### config.mk
export PLATFORM = sky130hd
export DESIGN_NAME = uart_rx
export DESIGN_NICKNAME = d
export VERILOG_FILES = /design/src/rtl/uart_rx.sv
export SDC_FILE = /design/constraint.sdc
export NUM_CORES = 1
export LEC_CHECK = 0
export CORE_ASPECT_RATIO = 1.1
export CORE_MARGIN = 4
export CORE_UTILIZATION = 55
export DETAILED_ROUTE_END_ITERATION = 10
export GPL_TIMING_DRIVEN = 0
export PLACE_DENSITY = 0.84
export SLEW_MARGIN = 10
export SYNTH_ARGS = -nofsm -noshare
export SYNTH_HDL_FRONTEND = slang
export SYNTH_SLANG_ARGS = --single-unit
### constraint.sdc
create_clock -name i_clk -period 2.8 [get_ports i_clk]
set_clock_uncertainty 0.2 [all_clocks]
set_input_delay 0.56 -clock i_clk [delete_from_list [all_inputs] [get_ports i_clk]]
set_output_delay 0.56 -clock i_clk [all_outputs]
set_load 0.1 [all_outputs]
### src/rtl/uart_rx.sv
// 8N1 UART receiver: two-flop input synchronizer, mid-bit sampling FSM and a
// valid/ready output register that flags framing errors and overruns.
module uart_rx #(
  parameter int clk_freq_hz = 100000000,
  parameter int baud_rate   = 115200
) (
  input  logic       i_clk,
  input  logic       i_rst_n,
  input  logic       i_uart_rx,
  output logic [7:0] o_data,
  output logic       o_valid,
  input  logic       i_ready,
  output logic       o_frame_err,
  output logic       o_overrun
);

  localparam int CLKS_PER_BIT = clk_freq_hz / baud_rate;
  localparam int HALF_BIT     = CLKS_PER_BIT / 2;
  localparam int CW           = $clog2(CLKS_PER_BIT) + 1;

  localparam logic [CW-1:0] FULL_LOAD = CW'(CLKS_PER_BIT - 1);
  localparam logic [CW-1:0] HALF_LOAD = CW'(HALF_BIT - 1);
  localparam logic [CW-1:0] CNT_ONE   = CW'(1);

  generate
    if (CLKS_PER_BIT < 4) begin : g_bad_cfg
      $error("uart_rx: clk_freq_hz/baud_rate must be at least 4");
    end
  endgenerate

  typedef enum logic [2:0] {IDLE, START, DATA, STOP, WAIT_IDLE} state_t;

  state_t          state, state_next;
  logic            sync1, rx_s;
  logic [CW-1:0]   cnt, cnt_next;
  logic [2:0]      bit_idx, bit_idx_next;
  logic [7:0]      shift, shift_next;
  logic            byte_done;
  logic            frame_bad;

  always_comb begin
    state_next   = state;
    cnt_next     = cnt;
    bit_idx_next = bit_idx;
    shift_next   = shift;
    byte_done    = 1'b0;
    frame_bad    = 1'b0;
    case (state)
      IDLE: begin
        if (!rx_s) begin
          state_next = START;
          cnt_next   = HALF_LOAD;
        end
      end
      START: begin
        if (cnt == '0) begin
          if (!rx_s) begin
            state_next   = DATA;
            cnt_next     = FULL_LOAD;
            bit_idx_next = 3'd0;
          end else begin
            state_next = IDLE;
          end
        end else begin
          cnt_next = cnt - CNT_ONE;
        end
      end
      DATA: begin
        if (cnt == '0) begin
          shift_next = {rx_s, shift[7:1]};
          cnt_next   = FULL_LOAD;
          if (bit_idx == 3'd7) begin
            state_next = STOP;
          end else begin
            bit_idx_next = bit_idx + 3'd1;
          end
        end else begin
          cnt_next = cnt - CNT_ONE;
        end
      end
      STOP: begin
        // Returning to IDLE at mid-stop-bit leaves half a bit to catch the next start edge.
        if (cnt == '0) begin
          if (rx_s) begin
            byte_done  = 1'b1;
            state_next = IDLE;
          end else begin
            frame_bad  = 1'b1;
            state_next = WAIT_IDLE;
          end
        end else begin
          cnt_next = cnt - CNT_ONE;
        end
      end
      WAIT_IDLE: begin
        if (rx_s) begin
          state_next = IDLE;
        end
      end
      default: state_next = IDLE;
    endcase
  end

  always_ff @(posedge i_clk) begin
    if (!i_rst_n) begin
      sync1       <= 1'b1;
      rx_s        <= 1'b1;
      state       <= IDLE;
      cnt         <= '0;
      bit_idx     <= 3'd0;
      shift       <= 8'h00;
      o_data      <= 8'h00;
      o_valid     <= 1'b0;
      o_frame_err <= 1'b0;
      o_overrun   <= 1'b0;
    end else begin
      sync1       <= i_uart_rx;
      rx_s        <= sync1;
      state       <= state_next;
      cnt         <= cnt_next;
      bit_idx     <= bit_idx_next;
      shift       <= shift_next;
      o_frame_err <= frame_bad;
      o_overrun   <= 1'b0;
      if (o_valid && i_ready) begin
        o_valid <= 1'b0;
      end
      // A consuming edge frees the slot, so a byte finishing on that same edge is kept.
      if (byte_done) begin
        if (!o_valid || i_ready) begin
          o_data  <= shift;
          o_valid <= 1'b1;
        end else begin
          o_overrun <= 1'b1;
        end
      end
    end
  end

endmodule

# Word level (Yosys, flattened, before mapping)
# Cells that the tools add are included.
# classes
addsub	2
eq_ne	15
muxes	28
reduce_logical	14
# op_table
op	n
two-way mux 11 bit	5
case mux 11 bit (4 select lines)	1
two-way mux 3 bit	11
!= test 2 bit, second input constant	9
case mux 3 bit (5 select lines)	1
logical NOT 11 bit	1
subtractor 11 x 1 -> 11 bit, second input constant	1
two-way mux 1 bit	8
== test 3 x 2 -> 1 bit, second input constant	2
== test 3 bit, second input constant	2
case mux 3 bit (2 select lines)	1
AND reduction 2 bit	3
AND reduction 6 bit	1
AND reduction 5 bit	1
AND reduction 4 bit	1
nonzero test 4 bit	1
adder 3 x 1 -> 3 bit, second input constant	1
== test 3 x 1 -> 1 bit, second input constant	1
logical NOT 3 bit	1
!= test 3 bit, second input constant	1
AND reduction 3 bit	1
two-way mux 2 bit	1
nonzero test 2 bit	1
logical AND 1 bit	1
other kinds (2)	2
# word_totals
regBits	38
output_inout_bits	11

# Logic depth before layout (Yosys ltp)
# Gate-level depths: netlist (run 1).
# logic_depth
depth_word	4
ltp_mapped	8
ltp_nobuf	7

# Worst setup path after synthesis (run 1)
# OpenSTA, ideal clock, no wires.
# synth_timing
path_kind	register -> register
from	register cnt[0]
to	register cnt[8]
setup_ns	0.134
t_arrival_ns	1.734
t_required_ns	2.466
setup_slack_ns	0.731
path_stages_with_launch	8
n_path_buf	0
period_less_slack_ns	2.069
cell_sequence	dfxtp_1 > inv_1 > ha_1 > or3b_2 > nor3_1 > nand2_1 > o311ai_0 > o31ai_1
# synth_via
elab_chain_len	3
# synth_rtl
item	line	source
start, declared	35	logic [CW-1:0] cnt, cnt_next;
start signal, assigned	120	cnt <= cnt_next;
subtractor 11 x 1 -> 11 bit or logical NOT 11 bit (tied branches)	--	
two-way mux 11 bit, or another cell as far along	83	if (cnt == '0) begin
case mux 11 bit (4 select lines) or AND reduction 4 bit (tied branches)	--	
# Parallel ways exist; a longest one is shown, timed or not. The select of a mux whose other input is x is not followed.
# A chain may end at the register's enable or synchronous reset.

# Worst setup path after layout (run 1)
# layout_timing
from	register o_data[5]
to	output port o_data[5]
# layout_lines
item	line	source
start, declared	10	output logic [7:0] o_data,
start signal, assigned	131	o_data <= shift;
# No word-level cell between the ends.

==> results.toml, run 1 <==
[setup_path]
path_buf_inv = 1
required_ps = 2040
crit_end = "o_data[5]"
cp-end-kind = "output pin"
r2r_end = "cnt[8]$_SDFFE_PN0P_"
rr_startpoint = "cnt[0]$_SDFFE_PN0P_"
critPathLaunch = "o_data[5]$_SDFFE_PN0P_"
cp.depth = 1
critical_path_class = "reg2out"
crit_chain = "clkdlybuf4s50_1"
cp.arrival_ps = 1830
reg2reg_setup_slack_ps = 460
cpLargestDelayFamily = "buffers and inverters"
reg2reg_depth = 7
max_stage_delay_ps = 1130
cp-start-kind = "flop"
cp_slowest_cell = "clkdlybuf4s50_1"
critPathMaxFanout = 2

[routing]
drc = 0
first_pass_iters = 4
vias_per_cell = 5.86
dr_total_vias = 1745
first_iter_violations = 110
routedWlPerCell_microns = 15.0
final_antenna_net_count = 0
wl_microns = 4470

[clocking]
worstSkewPairLatency_ps = 350
cts-resized-gates = 0
cts.sinks = 38
ctsLongestPathBuffers = 2
post_cts_buffers = 0
cts.root.buffer_cell = "clkbuf_4"
cts_tree = "yes"
path_clk_slew_ps = 120
cts_made_buffers = 5
ctsHoldBuffers = 0
htree_levels = 2

[final_layout]
final-seq-area_sq_um = 761
antenna_cells = 0
n_fill_cell = 290
syn_to_final_growth_pct = 15.7
layout-drive-gt1-share = 0.100
multiInputGateArea_sq_um = 1060
stdcell_area_sq_um = 2220
stdcell_count = 298
fin_nets = 257

[pwr]
p_leak_nw = 0.782
switching_share = 0.340
p_int_mw = 1.07
p_comb_frac = 0.316
peakVddDrop_mv = 0.454
powerDensity_nw_per_um2 = 731
power.switching_mw = 0.552
power_frac_seq = 0.381
p_clk_frac = 0.303

[yosys]
synth_top_flop_cell = "dfxtp_1"
syn-num-nets = 237
ys_top_cells_by_area = "dfxtp_1, nand2_1, nand3_1, nor2_1, o21ai_0"
synth_edf_count = 0
synthArstFlopShare = 0
synth.distinct_cells = 48
yosysSeqAreaShare = 0.397
syn_area_per_cell_sq_um = 8.37
ys_ff_latch = 38
synth_area_sq_um = 1920
synth_top_area_frac = 0.397
ys_warn_count = 0
syn_inst = 229
yosysTopAreaCell = "dfxtp_1"

[grt]
grt_pass1_vias = 1626
track_usage = 0.210
antenna_found_initial = 0
grt_first_pass_wirelength_microns = 7420
overflow = 0
grt_max_degree = 13

[placed_design]
io_buffers = 13
post_dp_cell_area_sq_um = 2110
place_inst = 290
gp_congestion = 0.895
hpwl_microns = 3080

[floorplan]
fp-row-count = 22
ioPinCount = 15
fp.coreArea_sq_um = 3360
die_h_microns = 69.9
start_util = 0.570
die_w_microns = 64.3
die_area_sq_um = 4490

[timing]
setup_viol = 0
finalSetupTns_ps = 0
min_period_over_period = 0.924
finalMaxSlewViolations = 0
period_needed_ps = 2590
max_freq_mhz = 387
timing_hold_violations_final = 0
worstMarginPinSlew_ps = 963
whs_ps = 224
slew_headroom = 0.356
rsz0062_at_grt = "false"

[worst_hold_path]
holdCritPathClass = "reg2reg"

[status]
status = "finished clean"

[run]
cap_violations = 0
power groups by stage:
stage | logic (mW) | clock network (mW) | registers (mW)
after floorplan | 0.401 | 0 | 0.620
after CTS | 0.504 | 0.499 | 0.617
after global placement | 0.491 | 0 | 0.627
after detailed placement | 0.494 | 0 | 0.628
after global routing | 0.569 | 0.520 | 0.623
final | 0.512 | 0.491 | 0.618
cells in the mapped netlist (3+ instances only):
| cell type | count |
|---|---|
| a211oi_1 | 4 |
| a21boi_0 | 5 |
| a21oi_1 | 8 |
| buf_2 | 3 |
| buf_6 | 3 |
| clkbuf_1 | 8 |
| dfxtp_1 | 38 |
| ha_1 | 4 |
| inv_1 | 4 |
| nand2_1 | 33 |
| nand2b_1 | 7 |
| nand3_1 | 20 |
| nand4b_1 | 3 |
| nor2_1 | 19 |
| nor2b_1 | 5 |
| nor3_1 | 6 |
| o21a_1 | 3 |
| o21ai_0 | 13 |
| o22ai_1 | 3 |
| xor2_1 | 3 |
how the worst min path moves through the flow:
stage,slack [ps],end,startpoint,cells after the start
2_1_floorplan,190,rx_s$_SDFF_PN1_,sync1$_SDFF_PN1_,1
3_3_place_gp,200,rx_s$_SDFF_PN1_,sync1$_SDFF_PN1_,1
3_5_place_dp,200,rx_s$_SDFF_PN1_,sync1$_SDFF_PN1_,1
4_1_cts,230,rx_s$_SDFF_PN1_,sync1$_SDFF_PN1_,1
5_1_grt,230,rx_s$_SDFF_PN1_,sync1$_SDFF_PN1_,1
6_report,220,rx_s$_SDFF_PN1_,sync1$_SDFF_PN1_,1
cell families after synthesis:
group / after synthesis / share of synthesized area
compound gates: 53 / 0.185
xor+xnor: 4 / 0.0183
fa+ha+maj: 4 / 0.0261
buf+inv: 18 / 0.0490
flops: 38 / 0.397
mux: 2 / 0.0105
simple gates: 110 / 0.314
through the flow:
stage	power [mW]	utilization	worst slack, ps
2_1_floorplan	1.02	-	731
4_1_cts	1.62	0.660	196
6_report	1.62	0.660	214
3_3_place_gp	1.12	0.627	478
5_1_grt	1.71	0.660	149
3_5_place_dp	1.12	0.627	465
routing by layer:
layer,vias up,wire [microns],global-route usage
li1,855,-,-
met1,826,1900,0.251
met2,52,2210,0.347
met3,12,261,0.0547
met4,0,95,0.101
met5,-,0,0
flip-flops by register name, indices dropped and copies added (netlist names):
signal,flops
cnt,11
shift,8
state,3
rx_s,1
o_overrun,1
o_valid,1
sync1,1
o_frame_err,1
bit_idx,3
o_data,8
final cells by class:
cell class                 count  share of cell area
timing repair buffer          13              0.0587
tap                           48              0.0271
clock buffer                   6              0.0231
sequential                    38               0.343
inverter                       4             0.00677
multi-input combinational    173               0.479
buffer                        14              0.0356
clock inverter                 2              0.0271
cells in the final DEF, fill, tap and decap left out, types with 6 or more instances in the layout:
| cell type | instances |
|---|---|
| dfxtp_1 | 38 |
| nand2b_1 | 7 |
| nand3_1 | 20 |
| clkdlybuf4s50_1 | 13 |
| nor3_1 | 6 |
| a21oi_1 | 8 |
| clkbuf_1 | 8 |
| nor2_1 | 19 |
| o21ai_0 | 13 |
| nand2_1 | 33 |
(Power assumes the default switching activity.)
==> run 2: changes to the inputs <==
- PLACE_DENSITY: 0.84 -> 0.76
- RECOVER_POWER: not set -> 25
==> run 2 against run 1 <==
Power decreased by 4.0%. Critical endpoint is now o_data[2]. Highest routed layer unchanged. Hold slack got worse by 2.1 ps. Largest power group unchanged. Largest cell class unchanged. Critical path type unchanged. Core utilization decreased by 0.82 points.
==> results.toml, run 2 (same netlist as run 1, synthesis figures left out) <==
[status]
status = "finished clean"

[timing]
min_period_over_period = 0.927
timing_hold_violations_final = 0
max_freq_mhz = 385
setup_viol = 0
rsz0062_at_grt = "false"
slew_headroom = 0.354
postLayoutSetupSlackWorst_ps = 205
finalSetupTns_ps = 0
worstMarginPinSlew_ps = 966
period_needed_ps = 2600
finalMaxSlewViolations = 0

[routing]
dr_wl_met3_microns = 194
route.met2.wl_microns = 2070
dr_total_vias = 1703
wl_met1_microns = 1820
vias_per_cell = 5.71
wl_microns = 4170
routed.top_layer = "met4"
first_pass_iters = 4
final_antenna_net_count = 0
routedWlPerCell_microns = 14.0
first_iter_violations = 79
drc = 0

[grt]
overflow = 0
grt_pass1_vias = 1517
grt_first_pass_wirelength_microns = 7060
track_usage = 0.199
grt_max_degree = 13
antenna_found_initial = 0

[setup_path]
path_buf_inv = 1
crit_chain = "clkdlybuf4s50_1"
cpLargestDelayFamily = "buffers and inverters"
cp_slowest_cell = "clkdlybuf4s50_1"
max_stage_delay_ps = 1130
cp-end-kind = "output pin"
cp.arrival_ps = 1840
critPathMaxFanout = 2
cp-start-kind = "flop"
required_ps = 2040
critical_path_class = "reg2out"

[clocking]
ctsLongestPathBuffers = 2
path_clk_slew_ps = 120
cts_made_buffers = 5
worstSkewPairLatency_ps = 340
post_cts_buffers = 0
cts.root.buffer_cell = "clkbuf_4"
htree_levels = 2
cts.sinks = 38
cts-resized-gates = 0
cts_tree = "yes"
ctsHoldBuffers = 0

[pwr]
powerDensity_nw_per_um2 = 710
power_frac_seq = 0.396
p_int_mw = 1.03
switching_share = 0.339
power.switching_mw = 0.527
peakVddDrop_mv = 0.577
p_clk_frac = 0.312
p_leak_nw = 0.768
p_comb_frac = 0.291

[floorplan]
fp.coreArea_sq_um = 3360
die_h_microns = 69.9
ioPinCount = 15
start_util = 0.570
die_area_sq_um = 4490
die_w_microns = 64.3
fp-row-count = 22

[placed_design]
post-place-ws_ps = 431
gp_congestion = 0.898
hpwl_microns = 2970
io_buffers = 13

[final_layout]
fin_util = 0.652
antenna_cells = 0
mostFrequentLayoutCell = "dfxtp_1"
largest_reg_flops = 11
regMostFlops = "cnt"
fin_nets = 257
syn_to_final_growth_pct = 14.3
layout-drive-gt1-share = 0.0880
top_regs = "cnt: 11 flops, o_data: 8 flops, shift: 8 flops"
final_cell_mix = "dfxtp_1, nand2_1, nand3_1"

[worst_hold_path]
holdCritPathClass = "reg2reg"

[run]
cap_violations = 0
[run 2: cell count changes in the layout (fill, tap and decap cells not counted), sizes merged]
cell and delta:
clkdlybuf4s50 -1, clkbuf +2, buf -2, dlygate4sd3 +1
[run 2: stage by stage]
step / instances / instance area [sq um] / total power [mW] / hold slack, ps
after floorplan: 229 / 1920 / 1.02 / 186
after global placement: 290 / 2110 / 1.12 / 193
after detailed placement: 290 / 2110 / 1.13 / 197
after CTS: 298 / 2220 / 1.61 / 222
after global routing: 298 / 2190 / 1.64 / 230
final: 298 / 2190 / 1.56 / 222
[run 2: per-layer routing]
metal	GRT usage	up-vias
li1	-	850
met1	0.254	795
met2	0.327	49
met3	0.0338	9
met4	0.0869	0
met5	0	-
[run 2: final cells by class]
class / count / area, sq um
fill: 286 / 1170
clock buffer: 6 / 51.3
inverter: 4 / 15.0
multi-input combinational: 173 / 1050
tap: 48 / 60.1
buffer: 14 / 63.8
timing repair buffer: 13 / 130
sequential: 38 / 761
clock inverter: 2 / 60.1
[run 2: path summary, 6_finish.rpt]
kind,cells past startpoint,to,from,slack [ps]
worst min register to register,1,rx_s$_SDFF_PN1_,sync1$_SDFF_PN1_,220
worst min-delay path,1,rx_s$_SDFF_PN1_,sync1$_SDFF_PN1_,220
worst max register to register,8,shift[3]$_SDFFE_PN0P_,cnt[0]$_SDFFE_PN0P_,320
worst max-delay path,1,o_data[2],o_data[2]$_SDFFE_PN0P_,200
[run 2: worst register-to-register path: stages, from the launching register on]
cell      delay [ps]
dfxtp_1          350
inv_1             90
ha_1             170
nor2b_1          290
and3_2           240
clkbuf_1         360
clkbuf_1         430
nand3_1          130
a21boi_0         170
[run 2: power groups by stage]
stage | registers (mW) | clock network [mW] | logic, mW
after CTS | 0.615 | 0.492 | 0.504
after detailed placement | 0.627 | 0 | 0.500
after floorplan | 0.620 | 0 | 0.401
after global routing | 0.622 | 0.510 | 0.510
final | 0.616 | 0.486 | 0.453
after global placement | 0.627 | 0 | 0.498
